### src/rtl/vend_dispense_ctrl.sv
// Dispense-side controller: queues vend/change events in a small FIFO and expands
// each into timed solenoid pulses, each confirmed by a drop sensor acknowledge.
module vend_dispense_ctrl #(
  parameter int PULSE_CYCLES = 4,
  parameter int GAP_CYCLES   = 2,
  parameter int ACK_TIMEOUT  = 16,
  parameter int DEPTH        = 4
) (
  input  logic       clk,
  input  logic       rst,
  input  logic       out,
  input  logic [1:0] change,
  input  logic       drop_ack,
  output logic       prod_fire,
  output logic       coin5_fire,
  output logic       coin10_fire,
  output logic       busy,
  output logic       overflow,
  output logic       jam
);

  localparam int AW    = $clog2(DEPTH);
  localparam int MAXC  = (PULSE_CYCLES > GAP_CYCLES)
                         ? ((PULSE_CYCLES > ACK_TIMEOUT) ? PULSE_CYCLES : ACK_TIMEOUT)
                         : ((GAP_CYCLES > ACK_TIMEOUT) ? GAP_CYCLES : ACK_TIMEOUT);
  localparam int TW    = $clog2(MAXC + 1);

  localparam logic [TW-1:0] PULSE_LAST = TW'(PULSE_CYCLES - 1);
  localparam logic [TW-1:0] GAP_LAST   = TW'(GAP_CYCLES - 1);
  localparam logic [TW-1:0] ACK_LAST   = TW'(ACK_TIMEOUT - 1);
  localparam logic [AW:0]   FIFO_FULL  = (AW+1)'(DEPTH);

  typedef enum logic [2:0] {
    S_IDLE,
    S_FIRE,
    S_WAIT_ACK,
    S_GAP,
    S_JAM
  } state_e;

  // ---------------------------------------------------------------------------
  // Event FIFO
  // ---------------------------------------------------------------------------
  logic [2:0]    mem_q [DEPTH];
  logic [AW-1:0] wr_ptr_q, rd_ptr_q;
  logic [AW:0]   count_q, count_d;
  logic          overflow_q;

  logic          push_req, push, pop, fifo_full, fifo_empty;
  logic [2:0]    head;

  state_e        state_q, state_d;

  assign push_req   = out | (|change);
  assign fifo_full  = (count_q == FIFO_FULL);
  assign fifo_empty = (count_q == '0);
  assign pop        = (state_q == S_IDLE) && !fifo_empty;
  // A full FIFO still accepts when the same edge frees a slot.
  assign push       = push_req && (!fifo_full || pop);
  assign head       = mem_q[rd_ptr_q];

  always_comb begin
    count_d = count_q;
    if (push && !pop)      count_d = count_q + (AW+1)'(1);
    else if (pop && !push) count_d = count_q - (AW+1)'(1);
  end

  // NOTE: storage needs no reset; emptiness is defined by the pointers and count alone.
  always_ff @(posedge clk) begin
    if (push) mem_q[wr_ptr_q] <= {out, change};
  end

  always_ff @(posedge clk or posedge rst) begin
    if (rst) begin
      wr_ptr_q   <= '0;
      rd_ptr_q   <= '0;
      count_q    <= '0;
      overflow_q <= 1'b0;
    end else begin
      if (push) wr_ptr_q <= wr_ptr_q + AW'(1);
      if (pop)  rd_ptr_q <= rd_ptr_q + AW'(1);
      count_q    <= count_d;
      overflow_q <= overflow_q | (push_req && !push);
    end
  end

  // ---------------------------------------------------------------------------
  // Dispense sequencer
  // ---------------------------------------------------------------------------
  logic [TW-1:0] cnt_q, cnt_d;
  logic          prod_q, prod_d;
  logic [1:0]    n10_q, n10_d;
  logic          n5_q, n5_d;
  logic          items_left;

  assign items_left = prod_q || (n10_q != 2'd0) || n5_q;

  // NOTE: every variable gets a default first so no path leaves it unassigned (no latches).
  always_comb begin
    state_d = state_q;
    cnt_d   = cnt_q;
    prod_d  = prod_q;
    n10_d   = n10_q;
    n5_d    = n5_q;
    unique case (state_q)
      S_IDLE: begin
        if (pop) begin
          prod_d  = head[2];
          n10_d   = (head[1:0] == 2'b11) ? 2'd2 : ((head[1:0] == 2'b10) ? 2'd1 : 2'd0);
          n5_d    = (head[1:0] == 2'b01);
          cnt_d   = '0;
          state_d = S_FIRE;
        end
      end
      S_FIRE: begin
        if (cnt_q == PULSE_LAST) begin
          cnt_d   = '0;
          state_d = S_WAIT_ACK;
        end else begin
          cnt_d = cnt_q + TW'(1);
        end
      end
      S_WAIT_ACK: begin
        if (drop_ack) begin
          // Retire the item that was just fired: product, then 10-coins, then 5-coin.
          if (prod_q)               prod_d = 1'b0;
          else if (n10_q != 2'd0)   n10_d  = n10_q - 2'd1;
          else                      n5_d   = 1'b0;
          cnt_d   = '0;
          state_d = S_GAP;
        end else if (cnt_q == ACK_LAST) begin
          state_d = S_JAM;
        end else begin
          cnt_d = cnt_q + TW'(1);
        end
      end
      S_GAP: begin
        if (cnt_q == GAP_LAST) begin
          cnt_d   = '0;
          state_d = items_left ? S_FIRE : S_IDLE;
        end else begin
          cnt_d = cnt_q + TW'(1);
        end
      end
      S_JAM:   state_d = S_JAM;
      default: state_d = S_IDLE;
    endcase
  end

  // ---------------------------------------------------------------------------
  // State and registered outputs
  // ---------------------------------------------------------------------------
  logic prod_fire_q, coin5_fire_q, coin10_fire_q, busy_q, jam_q;
  logic firing;

  assign firing = (state_d == S_FIRE);

  // NOTE: sequential state uses non-blocking assignments so all registers update together.
  always_ff @(posedge clk or posedge rst) begin
    if (rst) begin
      state_q       <= S_IDLE;
      cnt_q         <= '0;
      prod_q        <= 1'b0;
      n10_q         <= 2'd0;
      n5_q          <= 1'b0;
      prod_fire_q   <= 1'b0;
      coin5_fire_q  <= 1'b0;
      coin10_fire_q <= 1'b0;
      busy_q        <= 1'b0;
      jam_q         <= 1'b0;
    end else begin
      state_q       <= state_d;
      cnt_q         <= cnt_d;
      prod_q        <= prod_d;
      n10_q         <= n10_d;
      n5_q          <= n5_d;
      prod_fire_q   <= firing && prod_d;
      coin10_fire_q <= firing && !prod_d && (n10_d != 2'd0);
      coin5_fire_q  <= firing && !prod_d && (n10_d == 2'd0) && n5_d;
      busy_q        <= (count_d != '0) || (state_d != S_IDLE);
      jam_q         <= (state_d == S_JAM);
    end
  end

  assign prod_fire   = prod_fire_q;
  assign coin5_fire  = coin5_fire_q;
  assign coin10_fire = coin10_fire_q;
  assign busy        = busy_q;
  assign overflow    = overflow_q;
  assign jam         = jam_q;

endmodule

### config.mk
export PLATFORM = sky130hd
export DESIGN_NAME = vend_dispense_ctrl
export DESIGN_NICKNAME = d
export VERILOG_FILES = /design/src/rtl/vend_dispense_ctrl.sv
export SDC_FILE = /design/constraint.sdc
export NUM_CORES = 1
export LEC_CHECK = 0
export BUFFER_PORTS_ARGS = -buffer_cell sky130_fd_sc_hd__buf_2
export CORE_MARGIN = 2
export CORE_UTILIZATION = 35
export CTS_CLUSTER_DIAMETER = 30
export CTS_CLUSTER_SIZE = 30
export DETAILED_ROUTE_END_ITERATION = 8
export GPL_TIMING_DRIVEN = 0
export PLACE_DENSITY = 0.61
export REMOVE_ABC_BUFFERS = 1
export SYNTH_ARGS = -nofsm -noshare
export SYNTH_HDL_FRONTEND = slang
export SYNTH_SLANG_ARGS = --single-unit
### constraint.sdc
create_clock -name clk -period 2.22 [get_ports clk]
set_clock_uncertainty 0.05 [all_clocks]
set_input_delay 0.333 -clock clk [delete_from_list [all_inputs] [get_ports clk]]
set_output_delay 0.333 -clock clk [all_outputs]
set_load 0.05 [all_outputs]
Yosys cells after proc, flatten, opt, wreduce, memory -nomap -nowiden
Memories as Yosys holds them, arrays and structs flattened.
Cells that the tools add are included.
- eq/ne operators: 15
- bitwise operators: 2
- mux-type cells: 32
- reductions and logical operators: 29
- add/sub/neg operators: 6
- operators by type and width (operator ; number):
    $mux 5 ; 5
    $mux 3 ; 7
    $pmux 5 s4 ; 1
    $pmux 3 s5 ; 1
    $logic_and 1x1->1 ; 10
    $mux 1 ; 10
    $mux 2 ; 5
    $eq 3x3->1 const B ; 3
    $eq 3x1->1 const B ; 2
    $eq 3x2->1 const B ; 2
    $logic_not 3->1 ; 2
    $reduce_bool 3->1 ; 2
    $add 5x1->5 const B ; 1
    $eq 5x1->1 const B ; 1
    $eq 5x2->1 const B ; 1
    $eq 5x4->1 const B ; 1
    $logic_not 1->1 ; 5
    $add 2x1->2 const B ; 2
    $eq 2x2->1 const B ; 2
    $logic_or 1x1->1 ; 4
    $pmux 1 s2 ; 2
    $pmux 2 s2 ; 1
    $reduce_bool 2->1 ; 2
    $reduce_bool 4->1 ; 1
    10 further kinds ; 11
- input bits: 6
- memories: 1
- bits in writable memories: 12
- output and inout bits: 6
- bits in registers: 25
- memory list (name ; depth ; width ; read ports ; clocked after Yosys merged registers in ; write ports ; line ; RTL):
    mem_q ; 4 ; 3 ; 1 ; 0 ; 1 ; 44 ; logic [2:0] mem_q [DEPTH];

Longest topological paths before layout
Gate-level depths: netlist of the first run.
- depth after elaboration: 11
- gate-level depth with buffers: 8
- gate-level depth less buffers: 8

Worst setup path after synthesis of the first run
No wires, ideal clock.
- path type: reg2reg
- from: register cnt_q[1]
- to: register busy_q, in the netlist busy
- data required time: 2.031 ns
- buffers on the path: 0
- clock period less this slack: 2.113 ns
- path slack: 0.107 ns
- library setup time: 0.139 ns
- data arrival time: 1.924 ns
- cell stages (with the launch flop): 8
- path through: dfrtp_1 -> inv_1 -> ha_1 -> or4b_4 -> nor4b_4 -> o31ai_2 -> nand2b_1 -> or4_1
- cells in the longest elaborated chain, start to end: 6
- RTL lines (element ; line ; RTL):
    from (decl) ; 90 ; logic [TW-1:0] cnt_q, cnt_d;
    from (signal assigned) ; 173 ; cnt_q <= cnt_d;
    $eq 5x4->1 ; 131 ; end else if (cnt_q == ACK_LAST) begin
    $mux 3 ; 131 ;
    $mux 3 ; 124 ; if (drop_ack) begin
    $pmux 3 s5 (*) ; 105 ; unique case (state_q)
    named net state_d[0] ; 52 ; state_e state_q, state_d;
    $reduce_bool 3->1 (*) ; 180 ; busy_q <= (count_d != '0) || (state_d != S_IDLE);
    $logic_or 1x1->1 (*) ; 180 ;
    to (signal assigned) ; 180 ;
    to (decl) ; 153 ; logic prod_fire_q, coin5_fire_q, coin10_fire_q, busy_q, jam_q;
The timed path passes the listed nets; every way through them passes the cells marked *.
A chain may end at the register's enable or synchronous reset.

Final worst setup path of the first run
- from: register cnt_q[0]
- to: register busy_q, in the netlist busy
Same word-level chain as after synthesis.

==> impl_results.md, run 1 <==
* Top cells by area, synth: dfrtp_1 (33%), edfxtp_1 (19%), ha_1 (6.6%)
* Row count at 26
* Core Util, Final at 42.3%
* Worst-path clk slew at 0.07 ns
* Routed WL at 3530 um
* Relative slew slack at 35.1%
* Tmin final at 2.21 ns
* Most common library cells after synthesis: dfrtp_1 (25), inv_1 (14), edfxtp_1 (12)
* CTS max path bufs at 2
* GR Overflow Total at 0
* Initial detailed-routing violation count at 105
* Die height at 77.6 um
* Final worst path period share at 99.7%
* Global-route usage over all layers at 13.1%
* Synth cell types at 48
* DR vias at 1294
* Crit-path cells: ha_2 -> or4b_4 -> nor4b_4 -> o31ai_4 -> nand2b_4 -> or4_1
* FF-to-FF End: busy$_DFF_PP0_
* Yosys reg bits at 37
* Top Ports at 12
* Sink Count at 37
* # port buffers at 11
* Fin. Hold Viols at 0
* Die Wd at 77.6 um
* CP endpoint kind: register
* Slew at the pin with the worst max-slew slack at 0.973 ns
* Area Growth Syn to Fin at 15.3%
* Count leader, synth: dfrtp_1
* Die ar. at 6030 sq um
* Placed Cells at 245
* Hpwl dp at 2480 um
* Syn avg cell area at 11.2 sq um
* CTS buffer count at 5
* Diode count at 0
* Fill count at 494
* Wirelength per Cell at 13.7 um
* Crit Path Category: register to register
* Max-cap violations at 0
* Post-synth EDFFs at 12
* DRC viols at 0
* Synth warn at 0
* Routed vias/inst at 5.04
* Hold Path Class: primary input to async pin
* Initial DRT Pass Iterations at 4
* ANT nets after route at 0
* Routed met1 length at 1690 um
* Met3 Routed Length at 109 um
* Total power draw at 3.03 mW
* Area leader, netlist: dfrtp_1
* Status: finished, final reports clean
* H-tree levels at 2
* Worst path max stage delay at 0.48 ns
* Vias in the first global route at 1266
* Nets at 202
* CP arrival at 2.32 ns
* Worst R2R Setup Slack at 0.007 ns
* Met2 routed WL at 1690 um
* Initial Utilization at 36.7%
* Clk_lat worst skew at 0.28 ns
* Fmax at 452 MHz
* Reg-to-reg startpoint: cnt_q[0]$_DFFE_PP0P_
* R2R depth at 6
* Final Setup Violations at 0
* Startpoint Class: register
* Share of flip-flops with an asynchronous set or reset at 67.6%
* RSZ-0062 raised after global routing: yes
* Ratio of cells with drive above 1 in the final layout at 23.5%
* Peak supply drop at 0.407 mV
* CTS tree: done
* Cell area after synthesis at 1900 sq um
* Post-route insts no fill at 257
* CTS root buffer: clkbuf_8
* Post-synth top area share at 33.0%
* Cells after Synth at 169
* WHS at 0.213 ns
* Global-route wire length before repair at 6170 um
* PD cells at 1390 nW/um^2
* Core footprint at 5170 sq um
* Crit-path max FO at 5
* Leakage component of the power at 0.920 nW
* Slowest stage cell on the critical path: or4b_4
* Ys flop type: dfrtp_1
* Max-slew violations at 0
* Required @ worst endpoint at 2.32 ns
* Sequential-to-total area share from yosys stat at 51.9%
* Largest net degree at the start of global routing at 26
* Final Wtd Congestion at 0.753
* Top routing layer used: met4
* Initial antenna violation count at 0
==> cell families after synthesis <==
logic type,synth area share [%]
buf+inv,3.89
simple gates,19.1
compound gates,12.1
xor+xnor,2.31
flops,51.9
fa+ha+maj,6.59
mux,4.15
==> through the flow <==
| step | area (sq um) | setup WS (ns) | TNS, ns |
|---|---|---|---|
| floorplan | 1880 | 0.107 | 0 |
| global placement | 2020 | -0.0501 | -0.0501 |
| detailed placement | 2020 | -0.0483 | -0.0483 |
| CTS | 2140 | 0.00496 | 0 |
| global route | 2190 | -0.0865 | -0.107 |
| finish | 2190 | 0.00727 | 0 |
==> layout by cell type, fill, tap and decap left out, types with 6 or more instances in the layout <==
cell type and n:
ha_1 8, inv_1 13, nand2_1 11, and2_1 6
nand2b_1 6, nor2_1 8, nand3_1 7, dfrtp_1 23
o21ai_0 6, edfxtp_1 12, buf_2 11
==> area by class of cell <==
type	count	area, sq um	area share [%]
inverters	14	52.6	2.40
well taps	70	87.6	4.00
clock inverters	2	10.0	0.457
repair buffers	15	85.1	3.89
flip-flops and latches	37	988	45.2
multi-input cells	113	892	40.8
clock buffers	6	72.6	3.32
==> how the worst max path moves through the flow <==
stage	cells past startpoint	slack, ns	startpoint	endpoint
CTS	7	0.005	cnt_q[1]$_DFFE_PP0P_	busy$_DFF_PP0_
global placement	7	-0.05	cnt_q[1]$_DFFE_PP0P_	busy$_DFF_PP0_
finish	6	0.007	cnt_q[0]$_DFFE_PP0P_	busy$_DFF_PP0_
floorplan	7	0.11	cnt_q[1]$_DFFE_PP0P_	busy$_DFF_PP0_
detailed placement	7	-0.05	cnt_q[1]$_DFFE_PP0P_	busy$_DFF_PP0_
global route	6	-0.09	cnt_q[0]$_DFFE_PP0P_	busy$_DFF_PP0_
==> state kept, by name, summed over array words and instances (netlist names), 2 cells and up <==
register / cells
mem_q: 12
cnt_q: 5
count_q: 3
state_q: 3
n10_q: 2
rd_ptr_q: 2
wr_ptr_q: 2
==> worst max-delay path, delay by kind of cell, from the launching register on <==
family | cells | cell delay [ns]
compound gates | 1 | 0.09
simple gates | 4 | 1.33
fa+ha+maj | 1 | 0.20
flops | 1 | 0.41
==> per-layer routing <==
layer	global-route usage, %	up-vias
li1	-	642
met1	17.7	628
met2	19.7	19
met3	3.60	5
met4	5.89	0
met5	0	-
==> power breakdown <==
part           internal [mW]  leakage (nW)  switching [mW]  total, mW
registers              0.968         0.419           0.237       1.20
clock network          0.217        0.0450           0.225      0.442
logic                  0.645         0.456           0.740       1.39
==> timing repair <==
item	4_1_cts	5_1_grt
pin swaps	2	3
setup buffers	3	1
gates resized for setup	3	9
hold buffers	0	0
cloned	0	0
setup endpoints to repair	1	19
No activity file was read; power rests on OpenSTA's default activity.
==> run 2: changes to the inputs <==
--- a/config.mk
+++ b/config.mk
@@ -6,13 +6,14 @@
 export NUM_CORES = 1
 export LEC_CHECK = 0
 export BUFFER_PORTS_ARGS = -buffer_cell sky130_fd_sc_hd__buf_2
+export CORE_ASPECT_RATIO = 0.75
 export CORE_MARGIN = 2
 export CORE_UTILIZATION = 35
 export CTS_CLUSTER_DIAMETER = 30
 export CTS_CLUSTER_SIZE = 30
 export DETAILED_ROUTE_END_ITERATION = 8
 export GPL_TIMING_DRIVEN = 0
-export PLACE_DENSITY = 0.61
+export PLACE_DENSITY_LB_ADDON = 0.3
 export REMOVE_ABC_BUFFERS = 1
 export SYNTH_ARGS = -nofsm -noshare
 export SYNTH_HDL_FRONTEND = slang
==> run 2 against run 1 <==
The run now ends with setup timing left; worst setup slack got worse by 0.016 ns; fmax shrank 0.73%; cell count is 1.2% higher; register-to-register slack worse by 0.02 ns; clock power hardly changed; final area down 0.97%; largest power group unchanged.
==> impl_results.md, run 2 (same netlist as run 1, synthesis figures left out) <==
* Status: finished, violations left
* Failing checks: setup timing
* Most frequent cells in the layout: dfrtp_1 (22), inv_1 (14), edfxtp_1 (12)
* Hold-fix buffers, CTS at 0 (unchanged)
* CP endpoint kind: register
* Row count at 23 (-12%)
* Routed WL at 3570 um (+1.3%)
* CTS max path bufs at 2 (unchanged)
* Initial DRT Pass Iterations at 4 (unchanged)
* Reg power frac at 40.5% (+0.8 points)
* Diode count at 0 (unchanged)
* WHS at 0.208 ns (-0.00571 ns)
* Worst Setup Slack, final at -0.00892 ns (-0.0162 ns)
* CP arrival at 2.33 ns (about the same)
* Fin. Hold Viols at 0 (unchanged)
* Max-cap violations at 0 (unchanged)
* Final Setup Violations at 1 (+1)
* RSZ-0062 raised after global routing: yes
* Ratio of cells with drive above 1 in the final layout at 20.5% (-3.0 points)
* Relative slew slack at 36.4% (+1.3 points)
* Final worst path period share at 100% (+0.73 points)
* Area Growth Syn to Fin at 14.2%
* Largest Register: mem_q
* Most common cell after layout, fill and taps aside: dfrtp_1
* Max-slew violations at 0 (unchanged)
* Switching pwr at 1.21 mW (+0.76%)
* Share of total power in combinational logic at 44.7% (-1.0 points)
* Fmax at 449 MHz (-0.73%)
* Crit-path max FO at 11 (+6)
* Pre-CTS setup slack at -0.0548 ns (-0.00653 ns)
* Max FFs per register at 12 (unchanged)
* Sw Share at 40.5% (+0.83 points)
* Routed vias/inst at 4.97 (-1.4%)
* Internal at 1.78 mW (-2.7%)
* Global-route usage over all layers at 13.7% (+0.58 points)
* CTS tree: done
* Hold Path Class: primary input to async pin
* DR vias at 1291 (-0.23%)
* Die height at 67.8 um (-13%)
* Slew at the pin with the worst max-slew slack at 0.953 ns (-0.0199 ns)
* Setup TNS at -0.00892 ns (-0.00892 ns)
* Final Wtd Congestion at 0.756 (+0.32%)
* DRC viols at 0 (unchanged)
* ANT nets after route at 0 (unchanged)
* PD cells at 1380 nW/um^2 (-0.35%)
* Required @ worst endpoint at 2.32 ns (about the same)
* Top Registers: mem_q: 12 flops, cnt_q: 5 flops
* Core footprint at 5300 sq um (+2.4%)
* Global-route wire length before repair at 6110 um (-1.0%)
* Top Ports at 12 (unchanged)
* Fill count at 522 (+5.7%)
* Nets at 200 (-0.99%)
* Startpoint Class: register
* Total power draw at 2.99 mW (-1.3%)
* Initial antenna violation count at 0 (unchanged)
* # port buffers at 11 (unchanged)
* Sink Count at 37 (unchanged)
* H-tree levels at 2 (unchanged)
* CTS buffer count at 5 (unchanged)
* Tmin final at 2.23 ns (+0.0162 ns)
* Peak supply drop at 0.635 mV (+56%)
* GR Overflow Total at 0 (unchanged)
* Clk_lat worst skew at 0.28 ns (about the same)
* Die ar. at 6030 sq um (+0.11%)
* Largest net degree at the start of global routing at 26 (unchanged)
* Initial Utilization at 35.8% (-0.85 points)
* Worst-path clk slew at 0.07 ns (about the same)
* Hpwl dp at 2540 um (+2.4%)
* Clock share of power at 14.8% (+0.2 points)
* Vias in the first global route at 1232 (-2.7%)
* Die Wd at 89.0 um (+15%)
* Crit Path Category: register to register
* CTS root buffer: clkbuf_8
* Leakage component of the power at 0.908 nW (-1.2%)
* Initial detailed-routing violation count at 53 (-50%)
* Wirelength per Cell at 13.7 um (+0.14%)
[run 2: cell count changes in the layout (fill, tap and decap cells not counted), sizes merged]
cell    delta
buf        -2
clkbuf     -1
clkinv     +1
[run 2: repair_timing]
item,in CTS,in global routing
gates resized for setup,7,2
buffers inserted,2,0
pin swaps,2,0
endpoints found under the setup margin,1,14
[run 2: power by group through the flow]
stage	combinational, mW	clock (mW)	sequential, mW
after CTS	1.30	0.459	1.21
after detailed placement	1.20	0	1.21
after global routing	1.50	0.491	1.25
after floorplan	0.890	0	1.24
after global placement	1.20	0	1.20
final	1.34	0.443	1.21
[run 2: routing by layer]
metal  GRT usage, %  part of all wire (%)  vias to the layer above
met5              0                     0                        -
met4           3.92                  0.48                        0
met3           4.16                   5.2                        2
met2           19.1                    43                       30
met1           20.5                    51                      620
li1               -                     -                      639
[run 2: worst paths after layout]
kind | from | end | slack [ns] | depth (start not counted)
min | rst | count_q[1]$_DFF_PP0_ | 0.21 | 2
max | state_q[2]$_DFF_PP0_ | busy$_DFF_PP0_ | -0.009 | 5
min reg2reg | overflow$_DFF_PP0_ | overflow$_DFF_PP0_ | 0.42 | 1
max in group asynchronous | rst | state_q[2]$_DFF_PP0_ | 1.27 | 2
min in group clk | out | mem_q[2][2]$_DFFE_PP_ | 0.25 | 1
max reg2reg | state_q[2]$_DFF_PP0_ | busy$_DFF_PP0_ | -0.009 | 5
[run 2: critical path: stages, from the launching register on]
cell and delay, ns:
dfrtp_2 0.49, or3_1 0.48, nor2_2 0.20, a222oi_1 0.10, a22o_1 0.26, or4_1 0.52
[run 2: cell type report]
cell class | instances | area [sq um] | share of cell area, %
clock inverter | 3 | 12.5 | 0.577
multi-input combinational | 113 | 880 | 40.6
tap | 75 | 93.8 | 4.33
clock buffer | 5 | 68.8 | 3.18
timing repair buffer | 13 | 70.1 | 3.23
inverter | 14 | 52.6 | 2.42
sequential | 37 | 990 | 45.7
[run 2: stage by stage]
| step | utilization (%) | instance area, sq um | cells |
|---|---|---|---|
| global placement | 38.3 | 2030 | 250 |
| global route | 40.9 | 2170 | 260 |
| detailed placement | 38.3 | 2030 | 250 |
| floorplan | - | 1880 | 164 |
| finish | 40.9 | 2170 | 260 |
| CTS | 40.6 | 2150 | 260 |
